### src/rtl/mac_dot_if.sv
// Command, operand and result handshakes for the dot-product sequencer.
interface mac_dot_if #(
  parameter int LEN_W = 8
);
  logic             cmd_valid;
  logic             cmd_ready;
  logic [LEN_W-1:0] cmd_len;
  logic             abort;
  logic             op_valid;
  logic             op_ready;
  logic [15:0]      op_a;
  logic [15:0]      op_b;
  logic             res_valid;
  logic             res_ready;
  logic [31:0]      res_data;
  logic             res_ovf;
  logic             busy;

  modport master (
    output cmd_valid, cmd_len, abort,
    output op_valid, op_a, op_b, res_ready,
    input  cmd_ready, op_ready, res_valid,
    input  res_data, res_ovf, busy
  );

  modport slave (
    input  cmd_valid, cmd_len, abort,
    input  op_valid, op_a, op_b, res_ready,
    output cmd_ready, op_ready, res_valid,
    output res_data, res_ovf, busy
  );
endinterface

### src/rtl/mac_dot_sequencer.sv
// Dot-product sequencer: multiply register stage, then a 32-bit
// accumulate stage with a sticky carry-out flag.
module mac_dot_sequencer #(
  parameter int LEN_W = 8
) (
  input logic     clk,
  input logic     rst,
  mac_dot_if.slave bus
);
  typedef enum logic [1:0] {
    IDLE,
    RUN,
    DRAIN,
    DONE
  } state_t;

  state_t           state;
  logic [LEN_W-1:0] cnt;
  logic [31:0]      p_reg;
  logic             p_vld;
  logic [31:0]      acc;
  logic             ovf;
  logic [32:0]      sum;

  assign sum = {1'b0, acc} + {1'b0, p_reg};

  assign bus.cmd_ready = (state == IDLE);
  assign bus.op_ready  = (state == RUN);
  assign bus.res_valid = (state == DONE);
  assign bus.busy      = (state != IDLE);
  assign bus.res_data  = acc;
  assign bus.res_ovf   = ovf;

  always_ff @(posedge clk or posedge rst) begin
    if (rst) begin
      state <= IDLE;
      cnt   <= '0;
      p_reg <= '0;
      p_vld <= 1'b0;
      acc   <= '0;
      ovf   <= 1'b0;
    end else begin
      // stage 2 runs in every state; a new command overrides it below
      if (p_vld) begin
        acc <= sum[31:0];
        ovf <= ovf | sum[32];
      end
      unique case (state)
        IDLE: begin
          if (bus.cmd_valid) begin
            acc <= '0;
            ovf <= 1'b0;
            if (bus.cmd_len != '0) begin
              p_vld <= 1'b0;
              cnt   <= bus.cmd_len;
              state <= RUN;
            end else begin
              state <= DONE;
            end
          end
        end
        RUN: begin
          if (bus.abort) begin
            p_vld <= 1'b0;
            state <= IDLE;
          end else if (bus.op_valid) begin
            p_reg <= 32'(bus.op_a) * 32'(bus.op_b);
            p_vld <= 1'b1;
            cnt   <= cnt - 1'b1;
            if (cnt == LEN_W'(1)) state <= DRAIN;
          end else begin
            p_vld <= 1'b0;
          end
        end
        DRAIN: begin
          p_vld <= 1'b0;
          state <= bus.abort ? IDLE : DONE;
        end
        DONE: begin
          if (bus.abort || bus.res_ready) begin
            p_vld <= 1'b0;
            state <= IDLE;
          end
        end
        default: state <= IDLE;
      endcase
    end
  end
endmodule
### src/flat_wrapper.sv
// flat-port wrapper written by rule: the top's interface ports become plain ports
module mac_dot_sequencer_flat 
#(
  parameter int LEN_W = 8
)
  (clk, rst, bus_cmd_valid, bus_cmd_len, bus_abort, bus_op_valid, bus_op_a, bus_op_b, bus_res_ready, bus_cmd_ready, bus_op_ready, bus_res_valid, bus_res_data, bus_res_ovf, bus_busy);
  mac_dot_if #(.LEN_W(LEN_W)) bus_i ();
  input logic clk;
  input logic rst;
  input wire logic [$bits(bus_i.cmd_valid)-1:0] bus_cmd_valid;
  input wire logic [$bits(bus_i.cmd_len)-1:0] bus_cmd_len;
  input wire logic [$bits(bus_i.abort)-1:0] bus_abort;
  input wire logic [$bits(bus_i.op_valid)-1:0] bus_op_valid;
  input wire logic [$bits(bus_i.op_a)-1:0] bus_op_a;
  input wire logic [$bits(bus_i.op_b)-1:0] bus_op_b;
  input wire logic [$bits(bus_i.res_ready)-1:0] bus_res_ready;
  output wire logic [$bits(bus_i.cmd_ready)-1:0] bus_cmd_ready;
  output wire logic [$bits(bus_i.op_ready)-1:0] bus_op_ready;
  output wire logic [$bits(bus_i.res_valid)-1:0] bus_res_valid;
  output wire logic [$bits(bus_i.res_data)-1:0] bus_res_data;
  output wire logic [$bits(bus_i.res_ovf)-1:0] bus_res_ovf;
  output wire logic [$bits(bus_i.busy)-1:0] bus_busy;
  assign bus_i.cmd_valid = bus_cmd_valid;
  assign bus_i.cmd_len = bus_cmd_len;
  assign bus_i.abort = bus_abort;
  assign bus_i.op_valid = bus_op_valid;
  assign bus_i.op_a = bus_op_a;
  assign bus_i.op_b = bus_op_b;
  assign bus_i.res_ready = bus_res_ready;
  assign bus_cmd_ready = bus_i.cmd_ready;
  assign bus_op_ready = bus_i.op_ready;
  assign bus_res_valid = bus_i.res_valid;
  assign bus_res_data = bus_i.res_data;
  assign bus_res_ovf = bus_i.res_ovf;
  assign bus_busy = bus_i.busy;
  mac_dot_sequencer #(.LEN_W(LEN_W)) u_core (.clk(clk), .rst(rst), .bus(bus_i));
endmodule
### config.mk
export PLATFORM = sky130hd
export DESIGN_NAME = mac_dot_sequencer_flat
export DESIGN_NICKNAME = d
export VERILOG_FILES = /design/src/rtl/mac_dot_if.sv /design/src/rtl/mac_dot_sequencer.sv /design/src/flat_wrapper.sv
export SDC_FILE = /design/constraint.sdc
export NUM_CORES = 1
export LEC_CHECK = 0
export CORE_ASPECT_RATIO = 2
export CORE_MARGIN = 5
export CORE_UTILIZATION = 55
export CTS_BUF_LIST = sky130_fd_sc_hd__clkbuf_16
export DETAILED_ROUTE_END_ITERATION = 8
export GPL_TIMING_DRIVEN = 0
export PLACE_DENSITY = 0.81
export SLEW_MARGIN = 20
export SYNTH_ARGS = -nofsm -noshare
export SYNTH_HDL_FRONTEND = slang
export SYNTH_SLANG_ARGS = --single-unit
### constraint.sdc
create_clock -name clk -period 2.79 [get_ports clk]
set_input_delay 0.558 -clock clk [delete_from_list [all_inputs] [get_ports clk]]
set_output_delay 0.558 -clock clk [all_outputs]
set_load 0.01 [all_outputs]
==> results of run 1 <==
[stage by stage]
step	instances	utilization (%)	cell area (um2)	setup WS, ns
finish	2021	70.97	16910	-2.750
global route	2021	70.97	16910	-2.929
CTS	2010	69.51	16560	-2.657
detailed placement	1920	63.21	15060	-3.984
global placement	1919	63.12	15040	-3.883
floorplan	1550	-	13860	-2.611
[layer usage]
layer  share of wire, %  vias up  track usage [%]
li1                   -     5322                -
met1                 31     5892            28.02
met2                 54      557            55.52
met3                4.4      256            3.123
met4                 11        0            25.96
met5                  0        -                0
[placed cells by master (no fill, tap or decap), drive strengths merged, types with 8 or more instances in the layout]
| cell type | n |
|---|---|
| a211oi | 10 |
| a21o | 28 |
| a21oi | 86 |
| and2 | 135 |
| buf | 124 |
| clkbuf | 63 |
| clkdlybuf4s50 | 51 |
| dfrtp | 76 |
| fa | 195 |
| ha | 138 |
| inv | 246 |
| mux2i | 12 |
| nand2 | 213 |
| nand3 | 24 |
| nor2 | 73 |
| nor3 | 19 |
| o211ai | 8 |
| o21a | 8 |
| o21ai | 89 |
| xnor2 | 25 |
| xor2 | 22 |
[final cells by class]
type,instances,area share [%]
multi-input combinational,1168,65.63
sequential,76,11.25
timing repair buffer,169,9.761
inverter,244,5.432
buffer,61,4.255
tap,287,2.124
clock buffer,9,1.332
clock inverter,7,0.2146
[worst paths after layout]
path	endpoint	slack (ns)	depth (start not counted)
worst min-delay path	u_core.p_reg[0]	0.47	2
worst max register to register	u_core.bus.res_data[16]	0.14	10
worst min register to register	u_core.p_reg[0]	0.47	2
worst max-delay path	u_core.p_reg[30]	-2.75	23
min in group asynchronous	u_core.bus.res_data[6]	0.58	2
max in group asynchronous	u_core.bus.res_data[31]	1.63	3
[tightest hold or removal path: stages (launching register included)]
cell	delay, ns
dfrtp_1	0.34
nand2_1	0.05
nand2_1	0.05
[cells by family (layout without fill, tap and decap cells)]
group	after synthesis	after routing	share of synthesized area (%)
flip-flops	76	76	14.30
XOR/XNOR	47	47	3.096
AO/OA/AOI/OAI	273	273	12.68
multiplexers	13	13	0.9881
adder cells (fa/ha/maj)	333	333	42.34
AND/OR/NAND/NOR	502	502	17.90
buffers and inverters	306	490	8.695
[cell usage after synthesis, types with 7 or more instances]
master / n / area share, %
nand2_1: 212 / 6.0
dfrtp_1: 76 / 14
mux2i_1: 12 / 0.90
a211oi_1: 9 / 0.51
xor2_1: 22 / 1.4
nor3_1: 19 / 0.72
ha_1: 138 / 13
fa_1: 195 / 29
a21oi_1: 85 / 3.2
xnor2_1: 25 / 1.6
o21a_1: 8 / 0.45
clkbuf_1: 52 / 1.5
nand3_1: 24 / 0.90
o21ai_0: 87 / 3.3
a21o_1: 27 / 1.5
nor2_1: 73 / 2.1
o211ai_1: 7 / 0.40
and2_1: 135 / 6.4
inv_1: 244 / 6.9
[repair_timing]
action	CTS	global route
setup buffers	70	14
gates cloned	5	0
setup endpoints to repair	32	39
pin swaps	63	50
gates resized for setup	338	69
==> metrics, run 1 <==
Syn Std Cell Area 13,300 um2; Clk pin slew, worst setup/hold paths 0.06 ns; relative slew slack 46.40%; RSZ-0062 raised after global routing true; Clk Latency, worst-skew pair 0.36 ns; Post-Syn Nets between 1,500 and 2,000; initial DRC count 755; Distinct cells, synth 64; DP HPWL 31,210 um; CP arrival ~5.8 ns; Die Ht 229.9 um; Final Hold Vio Count 0; hold-fix buffers at CTS 0; Max H-tree Level 3; fillcell total 1,680; max-slew violation count 0; TritonCTS Buffers 9; initial antenna violation count 0; Tcrit/Tclk final 198.6%; GPL Wtd Cong between 1 and 1.5; Clock Tree Root clkbuf_16; worst path cell trace buf_12 > clkbuf_16 > and2_4 > fa_1 > inv_1 > fa_1 > fa_1 > inv_1 > fa_1 > fa_1 > inv_1 > fa_1 > inv_2 > ha_4 > nand2_4 > nor2_4 > buf_4 > a221oi_4 > buf_4 > o211ai_4 > a21oi_2 > nor4_1 > a311o_1; Post-DRT Antenna Nets 0; required time of the critical path 3.02 ns; Buffers on Ports 82; Buf/Inv on CP 8; ant diodes 0; critical path startpoint bus_op_b[4]; status complete, but fails checks; Die X-Extent 119.9 um; type of the worst min-delay path flop to flop; area of the multi-input gates roughly 11,000 um2; die area 27,570 um2; dominant synthesized flop cell dfrtp_1; setup TNS -62.71 ns; GRT overflow 0; total wire length about 41,000 um; clk sinks 76; flops & latches, synth 76; Register Area 1902 um2; first-pass GRT wire length between 60,000 and 70,000 um; hold path startpoint u_core.p_reg[0]; Avg Inst Size Synth around 8.6 um2; kind of end point of the critical path flop; hold slack final about 0.47 ns; Area growth, synth to finish 27.16%; clk buf depth 2; EDFF count, synth 0; Reg2Reg Launch Point u_core.bus.res_data[0]; vias in the first global route 13,266; crit-path leading delay family adder cells; Rows 80; Critical Path Most Common Cell fa_1; Max Fclk 180.5 MHz; Post-synth ARST share 100.0%; Slew @ Worst Pin 0.8040 ns; skew final 0.007816 ns; Synth Warn # 0; Crit Path Class input port to flop; pin count of the biggest net entering global routing between 40 and 50; maxcap violations 0; Global Route Usage Sum 29.78%; Mapped Cells 1,550; CTS tree yes; DRC viols 0; DR vias 12,027; Startpoint Class input port; post-DR wirelength/cell 20.46 um; Crit Path Max Fanout 5; final setup fails 28; share of layout cells above drive strength 1 19.26%; Initial Utilization a little under three fifths; core area 23,820 um2; failing checks setup timing; minimum clock period 5.540 ns; vias per inst 5.951; setup slack after layout -2.750 ns; sequential share of the synthesized area 14.30%; drt first pass iters 5; slowest cell delay on critical path 0.54 ns; nets@finish between 2,000 and 2,500; CP max stage cell fa_1; I/O Pins 83
Power of run 1 is left out: the tool's default activity adds up to more than one toggle a clock period on the data nets, which glitch-free logic cannot reach.
==> inputs of run 2 (changes only) <==
--- a/config.mk
+++ b/config.mk
@@ -7,11 +7,11 @@
 export LEC_CHECK = 0
 export CORE_ASPECT_RATIO = 2
 export CORE_MARGIN = 5
-export CORE_UTILIZATION = 55
+export CORE_UTILIZATION = 40
 export CTS_BUF_LIST = sky130_fd_sc_hd__clkbuf_16
 export DETAILED_ROUTE_END_ITERATION = 8
 export GPL_TIMING_DRIVEN = 0
-export PLACE_DENSITY = 0.81
+export PLACE_DENSITY = 0.65
 export SLEW_MARGIN = 20
 export SYNTH_ARGS = -nofsm -noshare
 export SYNTH_HDL_FRONTEND = slang
==> run 2 against run 1 <==
  * Register-to-register slack worse by 0.11 ns
  * Critical endpoint unchanged
  * Fmax grew 2.1%
  * The flow still finishes with violations (setup timing)
  * Worst hold slack better by 0.024 ns
  * Final cell count grew 6.4%
  * Largest cell class unchanged
  * Sequential share of layout area down 0.069 points
  * Core utilization decreased by 19 points
  * Final area up 0.62%
  * Routed wire length decreased by 2.2%
  * Non-clock buffer count decreased by 15
==> metrics, run 2 (same netlist as run 1, synthesis figures left out) <==
pin count of the biggest net entering global routing 44 (was 42); type of the worst min-delay path flop to flop (unchanged); status complete, but fails checks (unchanged); maxcap violations 0 (unchanged); drt first pass iters 5 (unchanged); Buffers on Ports 82 (unchanged); DRC viols 0 (unchanged); Initial Utilization 40.38% (was 55.81%); initial antenna violation count 0 (unchanged); CTS tree yes (unchanged); most used routing layer met2 (unchanged); max-slew violation count 0 (unchanged); Die X-Extent 138.9 um (was 119.9 um); total wire length 40,450 um (was 41,350 um); Post-DRT Antenna Nets 0 (unchanged); Max H-tree Level 3 (unchanged); setup slack, reg-to-reg 0.03 ns (was 0.14 ns); initial DRC count 559 (was 755); DR vias 11,326 (was 12,027); Tcrit/Tclk final 194.5% (was 198.6%); GRT overflow 0 (unchanged); Clk Latency, worst-skew pair 0.36 ns (about the same); ant diodes 0 (unchanged); Final Util 51.66% (was 70.97%); Rows 94 (was 80); CP arrival 5.67 ns (was 5.77 ns); vias in the first global route 12,339 (was 13,266); final setup fails 28 (unchanged); Startpoint Class input port (unchanged); most frequent cells in the layout 220 x inv_1, 198 x nand2_1, 179 x fa_1 (was 222 x inv_1, 199 x nand2_1, 186 x fa_1); kind of end point of the critical path flop (unchanged); share of layout cells above drive strength 1 19.38% (was 19.26%); pre-CTS WS -4.039 ns (was -3.984 ns); clk sinks 76 (unchanged); Crit Path Max Fanout 5 (unchanged); post-DR wirelength/cell 18.82 um (was 20.46 um); met1 Track Usage GR 20.16% (was 28.02%); RSZ-0062 raised after global routing true (unchanged); met3 Track Usage GR 2.226% (was 3.123%); relative slew slack 39.80% (was 46.40%); Final Hold Vio Count 0 (unchanged); hold-fix buffers at CTS 0 (unchanged); Finished Cell Area 17,010 um2 (was 16,910 um2); Die Ht 267.8 um (was 229.9 um); failing checks setup timing (unchanged); GPL Wtd Cong 0.9725 (was 1.133); most common cell after layout, fill and taps aside inv_1 (unchanged); fillcell total 3,086 (was 1,680); minimum clock period 5.427 ns (was 5.540 ns); I/O Pins 83 (unchanged); Clock Tree Root clkbuf_16 (unchanged); Global Route Usage Sum 21.68% (was 29.78%); setup slack after layout -2.637 ns (was -2.750 ns); TritonCTS Buffers 9 (unchanged); skew final 0.01041 ns (was 0.007816 ns); Max Fclk 184.3 MHz (was 180.5 MHz); Area growth, synth to finish 27.95% (was 27.16%); Slew @ Worst Pin 0.9030 ns (was 0.8040 ns); first-pass GRT wire length 63,830 um (was 64,950 um); vias per inst 5.268 (was 5.951); Cell Count, Final, Fillers Out 2,150 (was 2,021); met2 GRT Util 44.53% (was 55.52%); DP HPWL 33,150 um (was 31,210 um); nets@finish 2,093 (was 2,108); Crit Path Class input port to flop (unchanged); Clk pin slew, worst setup/hold paths 0.07 ns (was 0.06 ns); clk buf depth 2 (unchanged); die area 37,210 um2 (was 27,570 um2); required time of the critical path 3.03 ns (was 3.02 ns); core area 32,930 um2 (was 23,820 um2); placed insts 2,065 (was 1,920); Area after DPL 15,250 um2 (was 15,060 um2)
run 2: cell count changes in the layout (fill, tap and decap cells not counted), moves of 3 or more:
cell,change
fa_2,+7
clkbuf_8,-7
fa_1,-7
a21oi_2,+4
a21oi_1,-3
o21ai_4,-3
clkbuf_16,+5
ha_1,+3
buf_4,-8
ha_4,-3
o21ai_2,+6
run 2: path summary, 6_finish.rpt:
kind	startpoint	end	cells past startpoint
setup / recovery	bus_op_b[4]	u_core.p_reg[30]	21
hold reg to reg	u_core.p_reg[28]	u_core.p_reg[28]	2
min in group asynchronous	rst	u_core.bus.res_data[17]	2
max in group asynchronous	rst	u_core.p_reg[26]	3
setup reg to reg	u_core.bus.res_data[0]	u_core.bus.res_data[28]	12
hold / removal	u_core.p_reg[28]	u_core.p_reg[28]	2
run 2: worst max-delay path: stages:
cell	delay (ns)
buf_12	0.12
clkbuf_16	0.15
and2_4	0.14
fa_1	0.56
inv_2	0.04
fa_1	0.50
fa_1	0.43
fa_1	0.49
inv_1	0.05
fa_1	0.47
inv_1	0.05
fa_1	0.49
inv_2	0.05
ha_4	0.22
a21oi_2	0.15
o21ai_2	0.09
a221oi_4	0.39
o211ai_4	0.17
a21oi_2	0.20
nor4_1	0.07
a311o_1	0.27
run 2: routing by layer:
metal	vias up	wire length, um
li1	5288	-
met1	5590	13420
met2	305	23270
met3	143	1135
met4	0	2629
met5	-	0
run 2: per-stage QoR:
| step | TNS, ns | hold slack (ns) |
|---|---|---|
| global route | -62.69 | 0.5180 |
| floorplan | -58.05 | 0.4428 |
| CTS | -57.82 | 0.4819 |
| detailed placement | -94.01 | 0.4667 |
| global placement | -170.66 | 0.4674 |
| finish | -58.26 | 0.4926 |
run 2: what timing repair did:
action	CTS	global route
hold endpoints to repair	0	0
resized for setup	343	78
endpoints found under the setup margin	35	35
buffers inserted	47	20
cloned	3	1
pin swaps	67	55
run 2: area by class of cell:
class	instances	area, um2	share of cell area (%)
Clock buffer	9	225.2	1.324
Sequential cell	76	1902	11.18
Multi-Input combinational cell	1168	11070	65.05
Clock inverter	6	63.81	0.3751
Timing Repair Buffer	154	1509	8.870
Inverter	244	918.4	5.398
Buffer	61	787.0	4.626
Tap cell	432	540.5	3.177
Power of run 2 is left out for the same reason.
